<file path="src/rtl/snap_pkg.sv">
// Shared definitions for the ADC snapshot capture controller.
//   state_e     : capture FSM states
//   CTRL_*      : bit positions in the software control word
//   ST_*        : flag bit positions in the status word
package snap_pkg;

    typedef enum logic [1:0] {
        StIdle,
        StArmed,
        StCapture,
        StDone
    } state_e;

    localparam int unsigned CTRL_ARM  = 0;
    localparam int unsigned CTRL_TSRC = 1;
    localparam int unsigned CTRL_STOP = 2;

    localparam int unsigned ST_DONE = 31;
    localparam int unsigned ST_BUSY = 30;
    localparam int unsigned ST_TRIG = 29;

endpackage

</file>
<file path="src/rtl/snap_capture_ctrl_if.sv">
// Bundle of the capture controller's control, sample and BRAM-write signals.
//   ctrl_in    : software control word (arm / trig_src / stop)
//   trig_in    : external trigger, level-sampled
//   din        : ADC sample, qualified by din_valid
//   bram_*     : registered BRAM write port
//   status_out : status word for the status register
// Modport master drives control and samples; modport slave is the controller.
interface snap_capture_ctrl_if #(
    parameter int unsigned ADDR_W = 11,
    parameter int unsigned DATA_W = 64
);
    logic [31:0]       ctrl_in;
    logic              trig_in;
    logic [DATA_W-1:0] din;
    logic              din_valid;
    logic [ADDR_W-1:0] bram_addr;
    logic [DATA_W-1:0] bram_data;
    logic              bram_we;
    logic [31:0]       status_out;

    modport master (
        output ctrl_in, trig_in, din, din_valid,
        input  bram_addr, bram_data, bram_we, status_out
    );

    modport slave (
        input  ctrl_in, trig_in, din, din_valid,
        output bram_addr, bram_data, bram_we, status_out
    );
endinterface

</file>
<file path="src/rtl/snap_edge_det.sv">
// Rising-edge detector for the arm and stop control bits.
//   clk_i, rst_i     : clock, asynchronous active-high reset
//   arm_i, stop_i    : raw control bits from software
//   arm_p_o, stop_p_o: one-cycle pulses on a 0->1 transition
// No pulse is emitted in the first cycle after reset: a bit already high while
// reset is released must not look like a fresh edge.
module snap_edge_det (
    input  logic clk_i,
    input  logic rst_i,
    input  logic arm_i,
    input  logic stop_i,
    output logic arm_p_o,
    output logic stop_p_o
);
    logic arm_q, stop_q, primed_q;

    always_ff @(posedge clk_i or posedge rst_i) begin
        if (rst_i) begin
            arm_q    <= 1'b0;
            stop_q   <= 1'b0;
            primed_q <= 1'b0;
        end else begin
            arm_q    <= arm_i;
            stop_q   <= stop_i;
            primed_q <= 1'b1;
        end
    end

    assign arm_p_o  = primed_q & arm_i & ~arm_q;
    assign stop_p_o = primed_q & stop_i & ~stop_q;
endmodule

</file>
<file path="src/rtl/snap_capture_ctrl.sv">
// Snapshot capture controller: arms from software, waits for an immediate or
// external trigger, writes 2^ADDR_W consecutive valid samples into the BRAM and
// reports done/busy/triggered flags plus the word count.
//   user_clk, user_rst : clock, asynchronous active-high reset
//   bus                : control, sample, BRAM write and status signals
module snap_capture_ctrl
    import snap_pkg::*;
#(
    parameter int unsigned ADDR_W = 11,
    parameter int unsigned DATA_W = 64
) (
    input  logic               user_clk,
    input  logic               user_rst,
    snap_capture_ctrl_if.slave bus
);
    localparam logic [ADDR_W:0] LastIdx = {1'b0, {ADDR_W{1'b1}}};

    state_e            state_q, state_d;
    logic [ADDR_W:0]   count_q, count_d;
    logic              trig_q, trig_d;
    logic [ADDR_W-1:0] addr_q, addr_d;
    logic [DATA_W-1:0] data_q, data_d;
    logic              we_q, we_d;
    logic [31:0]       status_q, status_d;
    logic              arm_p, stop_p, trig_cond, accept;

    logic unused_ctrl;
    assign unused_ctrl = ^bus.ctrl_in[31:3];

    snap_edge_det u_edge_det (
        .clk_i    (user_clk),
        .rst_i    (user_rst),
        .arm_i    (bus.ctrl_in[CTRL_ARM]),
        .stop_i   (bus.ctrl_in[CTRL_STOP]),
        .arm_p_o  (arm_p),
        .stop_p_o (stop_p)
    );

    always_comb begin
        state_d   = state_q;
        count_d   = count_q;
        trig_d    = trig_q;
        addr_d    = addr_q;
        data_d    = data_q;
        we_d      = 1'b0;
        accept    = 1'b0;
        trig_cond = ~bus.ctrl_in[CTRL_TSRC] | bus.trig_in;

        if (arm_p) begin
            state_d = StArmed;
            count_d = '0;
            trig_d  = 1'b0;
        end else if (stop_p && (state_q == StArmed || state_q == StCapture)) begin
            // Any sample offered this cycle is dropped.
            state_d = StDone;
        end else begin
            case (state_q)
                StArmed: begin
                    if (trig_cond) begin
                        state_d = StCapture;
                        trig_d  = 1'b1;
                        accept  = bus.din_valid;
                    end
                end
                StCapture: accept = bus.din_valid;
                default: ;
            endcase

            if (accept) begin
                we_d    = 1'b1;
                addr_d  = count_q[ADDR_W-1:0];
                data_d  = bus.din;
                count_d = count_q + 1'b1;
                if (count_q == LastIdx) begin
                    state_d = StDone;
                end
            end
        end

        // Status tracks the next state so it updates together with the write port.
        status_d              = '0;
        status_d[ADDR_W:0]    = count_d;
        status_d[ST_DONE]     = (state_d == StDone);
        status_d[ST_BUSY]     = (state_d == StArmed) || (state_d == StCapture);
        status_d[ST_TRIG]     = trig_d;
    end

    always_ff @(posedge user_clk or posedge user_rst) begin
        if (user_rst) begin
            state_q  <= StIdle;
            count_q  <= '0;
            trig_q   <= 1'b0;
            addr_q   <= '0;
            data_q   <= '0;
            we_q     <= 1'b0;
            status_q <= '0;
        end else begin
            state_q  <= state_d;
            count_q  <= count_d;
            trig_q   <= trig_d;
            addr_q   <= addr_d;
            data_q   <= data_d;
            we_q     <= we_d;
            status_q <= status_d;
        end
    end

    assign bus.bram_addr  = addr_q;
    assign bus.bram_data  = data_q;
    assign bus.bram_we    = we_q;
    assign bus.status_out = status_q;
endmodule

</file>
<file path="src/flat_wrapper.sv">
// flat-port wrapper written by rule: the top's interface ports become plain ports
module snap_capture_ctrl_flat import snap_pkg::*;
#(
    parameter int unsigned ADDR_W = 11,
    parameter int unsigned DATA_W = 64
)
  (user_clk, user_rst, bus_ctrl_in, bus_trig_in, bus_din, bus_din_valid, bus_bram_addr, bus_bram_data, bus_bram_we, bus_status_out);
  snap_capture_ctrl_if #(.ADDR_W(ADDR_W), .DATA_W(DATA_W)) bus_i ();
  input  logic user_clk;
  input  logic user_rst;
  input wire logic [$bits(bus_i.ctrl_in)-1:0] bus_ctrl_in;
  input wire logic [$bits(bus_i.trig_in)-1:0] bus_trig_in;
  input wire logic [$bits(bus_i.din)-1:0] bus_din;
  input wire logic [$bits(bus_i.din_valid)-1:0] bus_din_valid;
  output wire logic [$bits(bus_i.bram_addr)-1:0] bus_bram_addr;
  output wire logic [$bits(bus_i.bram_data)-1:0] bus_bram_data;
  output wire logic [$bits(bus_i.bram_we)-1:0] bus_bram_we;
  output wire logic [$bits(bus_i.status_out)-1:0] bus_status_out;
  assign bus_i.ctrl_in = bus_ctrl_in;
  assign bus_i.trig_in = bus_trig_in;
  assign bus_i.din = bus_din;
  assign bus_i.din_valid = bus_din_valid;
  assign bus_bram_addr = bus_i.bram_addr;
  assign bus_bram_data = bus_i.bram_data;
  assign bus_bram_we = bus_i.bram_we;
  assign bus_status_out = bus_i.status_out;
  snap_capture_ctrl #(.ADDR_W(ADDR_W), .DATA_W(DATA_W)) u_core (.user_clk(user_clk), .user_rst(user_rst), .bus(bus_i));
endmodule
</file>
<file path="config.mk">
export PLATFORM = sky130hd
export DESIGN_NAME = snap_capture_ctrl_flat
export DESIGN_NICKNAME = d
export VERILOG_FILES = /design/src/rtl/snap_pkg.sv /design/src/rtl/snap_capture_ctrl_if.sv /design/src/rtl/snap_edge_det.sv /design/src/rtl/snap_capture_ctrl.sv /design/src/flat_wrapper.sv
export SDC_FILE = /design/constraint.sdc
export NUM_CORES = 1
export LEC_CHECK = 0
export ABC_AREA = 1
export CORE_MARGIN = 2
export CORE_UTILIZATION = 43
export CTS_BUF_LIST = sky130_fd_sc_hd__clkbuf_16
export CTS_CLUSTER_SIZE = 14
export DETAILED_ROUTE_END_ITERATION = 10
export PLACE_DENSITY = 0.95
export SLEW_MARGIN = 40
export SYNTH_ARGS = -nofsm -noshare
export SYNTH_HDL_FRONTEND = slang
export SYNTH_SLANG_ARGS = --single-unit
export TNS_END_PERCENT = 50
</file>
<file path="constraint.sdc">
create_clock -name user_clk -period 6.5 [get_ports user_clk]
set_input_delay 1.3 -clock user_clk [delete_from_list [all_inputs] [get_ports user_clk]]
set_output_delay 1.3 -clock user_clk [all_outputs]
set_load 0.01 [all_outputs]
</file>
==> summary.md <==
| Metric | Value |
|---|---|
| Status | completed |
| Startpoint Class | input pin |
| CP Data Required Time | 6.75 ns |
| Reg-to-reg startpoint | u_core.state_q[0] |
| Sink Count | 96 |
| Clock Path Buffers | 2 |
| Filler instances | 707 |
| Synthesized instance count | 465 |
| WL/cell | 13.4 um |
| Yosys cell types | 22 |
| Total Wirelength | 9920 um |
| Area Growth Syn to Fin | 48.1% |
| Worst Skew | 0.0111 ns |
| Setup Buffers After CTS | 0 |
| Post-route setup TNS | 0 ns |
| Final ANT Viol Nets | 0 |
| Hold Buf Count CTS | 0 |
| Post-synthesis sequential area ratio | 60.1% |
| Share of the synthesized area in the top cell type | 60.1% |
| Final Hold Viols | 0 |
| Worst slew pin tran | 0.682 ns |
| Die Wd | 100 um |
| Final net count | 726 |
| Mapped Area | 4000 um^2 |
| Die Area | 10100 um^2 |
| Vias/cell | 4.63 |
| Clock Latency Late Sink | 0.33 ns |
| Starting DRC count in detailed routing | 137 |
| H-tree Lvls | 3 |
| Final Setup Violations | 0 |
| Hold Slack | 0.479 ns |
| Share of post-route cells with drive strength above 1 | 3.35% |
| Vias in the first global route | 3370 |
| Maximum VDD drop | 0.181 mV |
| FMAX | 0.362 GHz |
| Flops & latches, synth | 96 |
| Tcrit/Tclk final | 42.5% |
| Arrival time at the worst endpoint | 3.01 ns |
| CTS root buffer | clkbuf_16 |
| Hold Crit Class | register to register |
| Reg2reg end | u_core.bus.bram_data[14] |
| Io pins | 208 |
| Pins Over Slew Limit | 0 |
| Gpl congestion | 0.917 |
| Crit path max fanout | 63 |
| Initial antenna violation count | 0 |
| P_leak | 2.92 nW |
| Most frequent cells in the layout | nand2_1 (243), clkdlybuf4s50_1 (161), dfrtp_1 (96) |
| Tmin final | 2.76 ns |
| Die H | 100 um |
| Commonest non-fill, non-tap cell in the layout | nand2_1 |
| Hold endpoint | u_core.bus.bram_data[18] |
| Worst-path clk slew | 0.07 ns |
| RSZ-0062 raised after global routing | false |
| CP Class | input pin to register |
| Port Buffer Count | 161 |
| Ranking of synthesized cells by area | dfrtp_1 (60%), nand2_1 (23%), buf_4 (3.6%), inv_1 (2.3%), o21ai_0 (2.0%) |
| PwrDens | 434 nW/um^2 |
| Yosys warns | 0 |
| TritonCTS clock tree | built |
| Antenna Cells | 0 |
| Area leader, netlist | dfrtp_1 |
| Via Count | 3420 |
| Post-DP HPWL | 7090 um |
| Global-route wire length before repair | 15900 um |
| Post_cts resized | 0 |
| Avg Cell Area, Syn | 8.60 um^2 |
| Gr ovfl total | 0 |
| GRT Total Usage | 19.7% |
| CTS buffer count | 9 |
| WHS Path Cells | 2 |
| Starting density of the core | 43.7% |
| Pin count of the biggest net entering global routing | 89 |
| Cell row count | 35 |
| DR pass1 iterations | 4 |
| Critical path capture point type | register |
| Slew margin rel. | 54.5% |
| Max-cap violations | 0 |
| R2R depth | 9 |
| # DRC | 0 |
| Hold_sp | u_core.bus.bram_data[18] |
| Core area | 9150 um^2 |
| Flop2flop setup slack | 4.36 ns |
-- power by group --
group	switching, W	total, W	internal (W)	leakage, nW
clock	0.000216	0.000511	0.000295	0.142
sequential	0.000131	0.000966	0.000835	1.23
combinational	0.000530	0.00110	0.000565	1.55
total	0.000877	0.00257	0.00169	2.92
-- how the worst max path moves through the flow --
stage	startpoint	end	slack (ns)	cells past startpoint
after global placement	bus_din_valid	u_core.count_q[8]	3.18	7
final	bus_ctrl_in[0]	u_core.bus.bram_data[14]	3.74	9
after floorplan	user_rst	u_core.bus.bram_addr[0]	2.69	1
after detailed placement	bus_ctrl_in[0]	u_core.bus.bram_addr[7]	3.25	7
after CTS	bus_ctrl_in[0]	u_core.bus.bram_addr[3]	3.57	7
after global routing	bus_ctrl_in[0]	u_core.bus.bram_addr[3]	3.57	9
-- critical path, stage by stage --
cell             delay [ns]
clkdlybuf4s50_1        0.48
nand2_1                0.07
nor2_2                 0.15
inv_2                  0.11
nand4_4                0.12
buf_4                  0.28
buf_12                 0.28
nand2_1                0.09
nand2_1                0.09
-- state kept, by name (all words and copies together) (netlist names) --
signal,count
u_core.u_edge_det.primed_q,1
u_core.state_q,2
u_core.bus.status_out,4
u_core.bus.bram_addr,11
u_core.count_q,11
u_core.bus.bram_data,64
u_core.u_edge_det.stop_q,1
u_core.u_edge_det.arm_q,1
u_core.bus.bram_we,1
-- synthesized netlist by cell type (all sizes together) --
cell type / n
nand4: 1
nor2: 16
and3: 1
xnor2: 1
o22ai: 2
conb: 2
nand2: 243
clkbuf: 1
a21oi: 6
o21bai: 1
buf: 33
inv: 26
dfrtp: 96
nor3: 1
nand3: 14
nor4: 1
ha: 4
o21ai: 16
-- kinds of logic (layout without fill, tap and decap cells) --
| kind of cell | Yosys count | after routing | synth area share [%] |
|---|---|---|---|
| AOI/OAI and AO/OA | 25 | 25 | 3.25 |
| buffers and inverters | 60 | 206 | 8.16 |
| DFF | 96 | 96 | 60.1 |
| xor gates and xnor gates | 1 | 1 | 0.219 |
| adders and majority gates | 4 | 4 | 1.25 |
| and+or+nand+nor | 277 | 277 | 26.9 |
| other | 2 | 18 | 0.188 |
-- metal layers --
layer | wire (um) | vias to the layer above | track usage (%) | part of all wire, %
li1 | - | 1691 | - | -
met1 | 4220 | 1577 | 25.1 | 43
met2 | 4940 | 129 | 33.6 | 50
met3 | 504 | 23 | 2.98 | 5.1
met4 | 248 | 0 | 8.11 | 2.5
met5 | 0 | - | 0 | 0
-- through the flow --
stage                     area, um^2  total power (W)  setup WS, ns  std cells  utilization (%)
final                           5920          0.00257          3.74        738             64.7
after global routing            5920          0.00275          3.57        738             64.7
after CTS                       5900          0.00259          3.57        737             64.5
after detailed placement        5610          0.00207          3.25        721             61.3
after global placement          5610          0.00202          3.18        721             61.3
after floorplan                 4060          0.00147          2.69        481                -
-- layout make-up --
cell class | instances | area (um^2) | area share, %
Tap cell | 111 | 139 | 2.34
Clock buffer | 9 | 225 | 3.80
Inverter | 26 | 103 | 1.73
Multi-Input combinational cell | 325 | 1340 | 22.6
Clock inverter | 7 | 65.1 | 1.10
Sequential cell | 96 | 2400 | 40.5
Timing Repair Buffer | 164 | 1650 | 27.9
(Power assumes the default switching activity.)
